[src/rtl/serial_adder.sv]
// Bit-serial adder: captures two WIDTH-bit operands on start and adds them LSB first,
// one bit per clock, publishing sum and carry-out only when the last bit is done.
module serial_adder #(
    parameter int WIDTH = 8
) (
    input  logic             clk,
    input  logic             rst_n,
    input  logic             start,
    input  logic [WIDTH-1:0] a_in,
    input  logic [WIDTH-1:0] b_in,
    output logic             busy,
    output logic             done,
    output logic [WIDTH-1:0] sum_out,
    output logic             cout
);

    localparam int             CW       = (WIDTH > 1) ? $clog2(WIDTH) : 1;
    localparam logic [CW-1:0]  LAST_BIT = CW'(WIDTH - 1);

    typedef enum logic [1:0] {
        ST_IDLE  = 2'd0,
        ST_SHIFT = 2'd1,
        ST_DONE  = 2'd2
    } state_t;

    state_t           r_state;
    logic [WIDTH-1:0] r_a;
    logic [WIDTH-1:0] r_b;
    logic [WIDTH-1:0] r_s;
    logic [WIDTH-1:0] r_sum;
    logic             r_carry;
    logic             r_cout;
    logic [CW-1:0]    r_cnt;
    logic             r_busy;
    logic             r_done;

    // Two cascaded half adders on the current LSBs form the full-adder bit.
    logic             w_ha1;
    logic             w_sum_bit;
    logic             w_carry_nxt;
    logic [WIDTH-1:0] w_s_nxt;

    assign w_ha1       = r_a[0] ^ r_b[0];
    assign w_sum_bit   = w_ha1 ^ r_carry;
    assign w_carry_nxt = (r_a[0] & r_b[0]) | (r_carry & w_ha1);
    assign w_s_nxt     = {w_sum_bit, r_s[WIDTH-1:1]};

    assign busy    = r_busy;
    assign done    = r_done;
    assign sum_out = r_sum;
    assign cout    = r_cout;

    // Control FSM and bit-serial datapath; busy/done are registered alongside the state.
    always_ff @(posedge clk or negedge rst_n) begin
        if (!rst_n) begin
            r_state <= ST_IDLE;
            r_a     <= '0;
            r_b     <= '0;
            r_s     <= '0;
            r_sum   <= '0;
            r_carry <= 1'b0;
            r_cout  <= 1'b0;
            r_cnt   <= '0;
            r_busy  <= 1'b0;
            r_done  <= 1'b0;
        end else begin
            case (r_state)
                ST_IDLE: begin
                    if (start) begin
                        r_a     <= a_in;
                        r_b     <= b_in;
                        r_carry <= 1'b0;
                        r_cnt   <= '0;
                        r_busy  <= 1'b1;
                        r_state <= ST_SHIFT;
                    end else begin
                        r_state <= ST_IDLE;
                    end
                end
                ST_SHIFT: begin
                    r_a     <= {1'b0, r_a[WIDTH-1:1]};
                    r_b     <= {1'b0, r_b[WIDTH-1:1]};
                    r_s     <= w_s_nxt;
                    r_carry <= w_carry_nxt;
                    if (r_cnt == LAST_BIT) begin
                        // Counter parks at the last index; it is cleared on the next accept.
                        r_sum   <= w_s_nxt;
                        r_cout  <= w_carry_nxt;
                        r_done  <= 1'b1;
                        r_state <= ST_DONE;
                    end else begin
                        r_cnt   <= r_cnt + CW'(1);
                    end
                end
                ST_DONE: begin
                    r_done  <= 1'b0;
                    r_busy  <= 1'b0;
                    r_state <= ST_IDLE;
                end
                default: begin
                    r_done  <= 1'b0;
                    r_busy  <= 1'b0;
                    r_state <= ST_IDLE;
                end
            endcase
        end
    end

endmodule
[config.mk]
export PLATFORM = sky130hd
export DESIGN_NAME = serial_adder
export DESIGN_NICKNAME = d
export VERILOG_FILES = /design/src/rtl/serial_adder.sv
export SDC_FILE = /design/constraint.sdc
export NUM_CORES = 1
export LEC_CHECK = 0
export CAP_MARGIN = 20
export CORE_MARGIN = 10
export CORE_UTILIZATION = 35
export DETAILED_ROUTE_END_ITERATION = 16
export SLEW_MARGIN = 20
export SYNTH_ARGS = -nofsm -noshare
export SYNTH_HDL_FRONTEND = slang
export SYNTH_SLANG_ARGS = --single-unit
[constraint.sdc]
create_clock -name clk -period 1.75 [get_ports clk]
set_input_delay 0.175 -clock clk [delete_from_list [all_inputs] [get_ports clk]]
set_output_delay 0.175 -clock clk [all_outputs]
set_load 0.005 [all_outputs]
==> impl_metrics.csv <==
group,metric,value,unit
run_status,status,"complete, no violations",
placement,place_congestion,0.7898,
clock_network,htreeDepth,2,
yosys,seq_area_frac_synth,0.5424,
clock_network,cts-resized-gates,0,
yosys,synthAdderAreaFrac,0.02441,
floorplanning,die_w,92.62,um
critical_path,end_kind,"flop",
critical_path,cp_slowest_cell,"dfrtp_1",
critical_path,crit_family,"adder cells",
yosys,synthCells,147,
detailed_routing,first_pass_iters,4,
critical_path,rr_startpoint,"r_cnt[0]$_DFFE_PN0P_",
run,maxCapViolCount,0,
sta,hold_viol_final,0,
floorplanning,io_pins,30,
critical_path,critical_path_required,1.92,ns
sta,setup_ws,0.1877,ns
floorplanning,dieArea,8578,um2
clock_network,cts_tree,"built",
power_and_ir_drop,power_density,1736,nW/um2
yosys,synthSimpleGateAreaFrac,0.1492,
global_route,grt_pass1_vias,1388,
power_and_ir_drop,ir_worst_vdd,0.5521,mV
clock_network,numCtsBuffers,5,
floorplanning,fp.dieH,92.62,um
floorplanning,core,5107,um2
placement,post-place-ws,0.1733,ns
sta,rsz0062_at_grt,"no",
global_route,grt.overflow.total,0,
clock_network,root_buffer,"clkbuf_8",
placement,placed_area,2215,um2
yosys,syn_nets,169,
detailed_routing,drc,0,
yosys,synth_mux_area_frac,0.09763,
final_layout,drive_above_1_share,0.2155,
sta,tightest_slew,0.5081,ns
placement,dp_hpwl,2767,um
clock_network,cts_hold_buf,1,
critical_path,crit_path_start,"r_cnt[0]$_DFFE_PN0P_",
critical_path,crit_arrival,1.73,ns
global_route,track_usage,0.09686,
detailed_routing,ant_nets,0,
critical_path,worst_setup_path_start_kind,"flop",
yosys,synth_xor_area_frac,0,
sta,setup_viol,0,
sta,setup_tns,0,ns
critical_path,crit_end,"sum_out[1]$_DFFE_PN0P_",
hold_path,holdCritPathClass,"input pin to async pin",
power_and_ir_drop,power_leakage,0.9907,nW
critical_path,crit_cells,5,
sta,whs,0.4844,ns
sta,fin_skew,0.006480,ns
clock_network,clock_path_buffers,2,
final_layout,syn2layout_area_growth,24.75,%
critical_path,critical-path-max-stage-delay,0.41,ns
yosys,yosys_warnings,0,
global_route,grt_antenna_before_repair,0,
yosys,synth_cell_type_count,29,
sta,period_share,0.8927,
critical_path,r2r_slack,0.19,ns
detailed_routing,avgViaCountPerCell,5.163,
detailed_routing,vias,1296,
sta,slew_headroom,0.6613,
final_layout,finish.utilization,0.4508,
yosys,synth_top_family_by_area,"simple AND/OR/NAND/NOR gates",
clock_network,clock_latency,0.29,ns
floorplanning,initial_core_util,0.3613,
clock_network,clk_pin_slew_worst_paths,0.08,ns
floorplanning,rows,26,
yosys,ys_seq_elements,40,
critical_path,crit_fanout,10,
final_layout,n_antenna_cell,0,
global_route,grt_pass1_wl,6789,um
detailed_routing,drtIter0Drc,40,
critical_path,worstRegToRegCells,5,
placement,port_buffers,29,
yosys,netlist_area,1846,um2
yosys,synth.avg_cell_area,12.55,um2
clock_network,postCtsSetupRepairBufs,0,
critical_path,cpMostUsedCell,"ha_1",
clock_network,clkSinkCount,40,
critical_path,crit_chain,"ha_1 -> ha_1 -> nand3b_1 -> buf_4 -> mux2_2",
final_layout,final_cell_area,2302,um2
sta,finalCriticalPeriod,1.562,ns
sta,timing.fmax,640.1,MHz
final_layout,nets,203,
critical_path,rr_endpoint,"sum_out[1]$_DFFE_PN0P_",
critical_path,path_buf_inv,1,
sta,slew_violations,0,
yosys,synth_compound_area_frac,0.1153,
detailed_routing,wl_per_cell,15.48,um
critical_path,critical_path_class,"flop to flop",
detailed_routing,routed_wl,3885,um
global_route,grt_max_degree,41,
[logic make-up (layout without fill, tap and decap cells)]
| family | Yosys count | count (layout) |
|---|---|---|
| fa+ha+maj | 3 | 3 |
| mux | 16 | 16 |
| simple gates | 36 | 36 |
| buf+inv | 27 | 61 |
| flops | 40 | 40 |
| compound gates | 25 | 25 |
[power breakdown]
| part | leakage (nW) | switching, mW | internal [mW] | total [mW] |
|---|---|---|---|---|
| Combinational | 0.472 | 0.728 | 1.01 | 1.74 |
| Sequential | 0.477 | 0.295 | 1.39 | 1.68 |
| Clock | 0.0410 | 0.301 | 0.271 | 0.572 |
| Total | 0.991 | 1.32 | 2.67 | 4.00 |
[cells in the mapped netlist]
cell type	number	area share
a211o_1	2	0.0095
a211oi_1	6	0.024
a21oi_1	3	0.0081
a221oi_1	3	0.014
a22o_1	1	0.0047
and2b_1	1	0.0041
buf_2	9	0.024
buf_4	1	0.0041
buf_6	2	0.012
clkbuf_1	1	0.0020
dfrtp_1	40	0.54
fa_1	1	0.011
ha_1	2	0.014
inv_1	14	0.028
mux2_2	16	0.098
nand2_1	2	0.0041
nand2b_1	3	0.010
nand3_1	3	0.0081
nand3b_1	1	0.0041
nor2_1	1	0.0020
nor3b_1	8	0.033
nor4b_1	9	0.043
nor4bb_1	2	0.011
o21ba_2	1	0.0054
o21bai_1	1	0.0041
o221a_2	5	0.031
o221ai_1	3	0.014
or2_1	1	0.0034
or4b_1	5	0.027
[flip-flops by register name, indices dropped and copies added, names as in the netlist]
register and flops:
busy 1, cout 1, done 1, r_a 8, r_b 8, r_carry 1
r_cnt 3, r_s 7, r_state 2, sum_out 8
[worst min path at each step]
stage                                      start                     end  slack, ns  cells past startpoint
final                                      rst_n  sum_out[2]$_DFFE_PN0P_       0.48                      3
after global routing      sum_out[4]$_DFFE_PN0P_  sum_out[4]$_DFFE_PN0P_       0.53                      1
after CTS                                  rst_n      r_b[7]$_DFFE_PN0P_       0.49                      3
after detailed placement                   rst_n  sum_out[1]$_DFFE_PN0P_       0.27                      2
after global placement                     rst_n      r_a[4]$_DFFE_PN0P_       0.26                      2
after floorplan                            rst_n        busy$_DFFE_PN0P_      -0.12                      0
[worst min-delay path, delay by kind of cell]
| kind | cells | cell delay, ns |
|---|---|---|
| buffers and inverters | 3 | 1.04 |
[area by class of cell]
class	instances	area, um2
fill	472	2805
sequential	40	1001
multi-input combinational	80	713.2
timing repair buffer	40	370.4
tap	70	87.58
clock buffer	6	72.57
inverter	14	52.55
clock inverter	1	5.005
[layout by cell type, fill, tap and decap left out, drive strengths merged, types with 2 or more instances in the layout]
cell and count:
a211o 2, a211oi 6, a21oi 3, a221oi 3, buf 11, clkbuf 6
clkdlybuf4s50 28, dfrtp 40, ha 2, inv 14, mux2 16, nand2 2
nand2b 3, nand3 3, nor3b 8, nor4b 9, nor4bb 2, o221a 5
o221ai 3, or4b 5
[routing by layer]
metal  vias up  GRT usage  part of all wire
met3         9    0.04600             0.080
li1        604          -                 -
met1       637     0.1192              0.46
met5         -          0                 0
met2        46     0.1465              0.45
met4         0    0.03085             0.016
[through the flow]
| step | total power [mW] | cells |
|---|---|---|
| finish | 3.997 | 251 |
| global route | 4.335 | 251 |
| CTS | 4.058 | 251 |
| detailed placement | 3.469 | 243 |
| global placement | 3.365 | 243 |
| floorplan | 2.853 | 147 |
No activity file was read; power rests on OpenSTA's default activity.
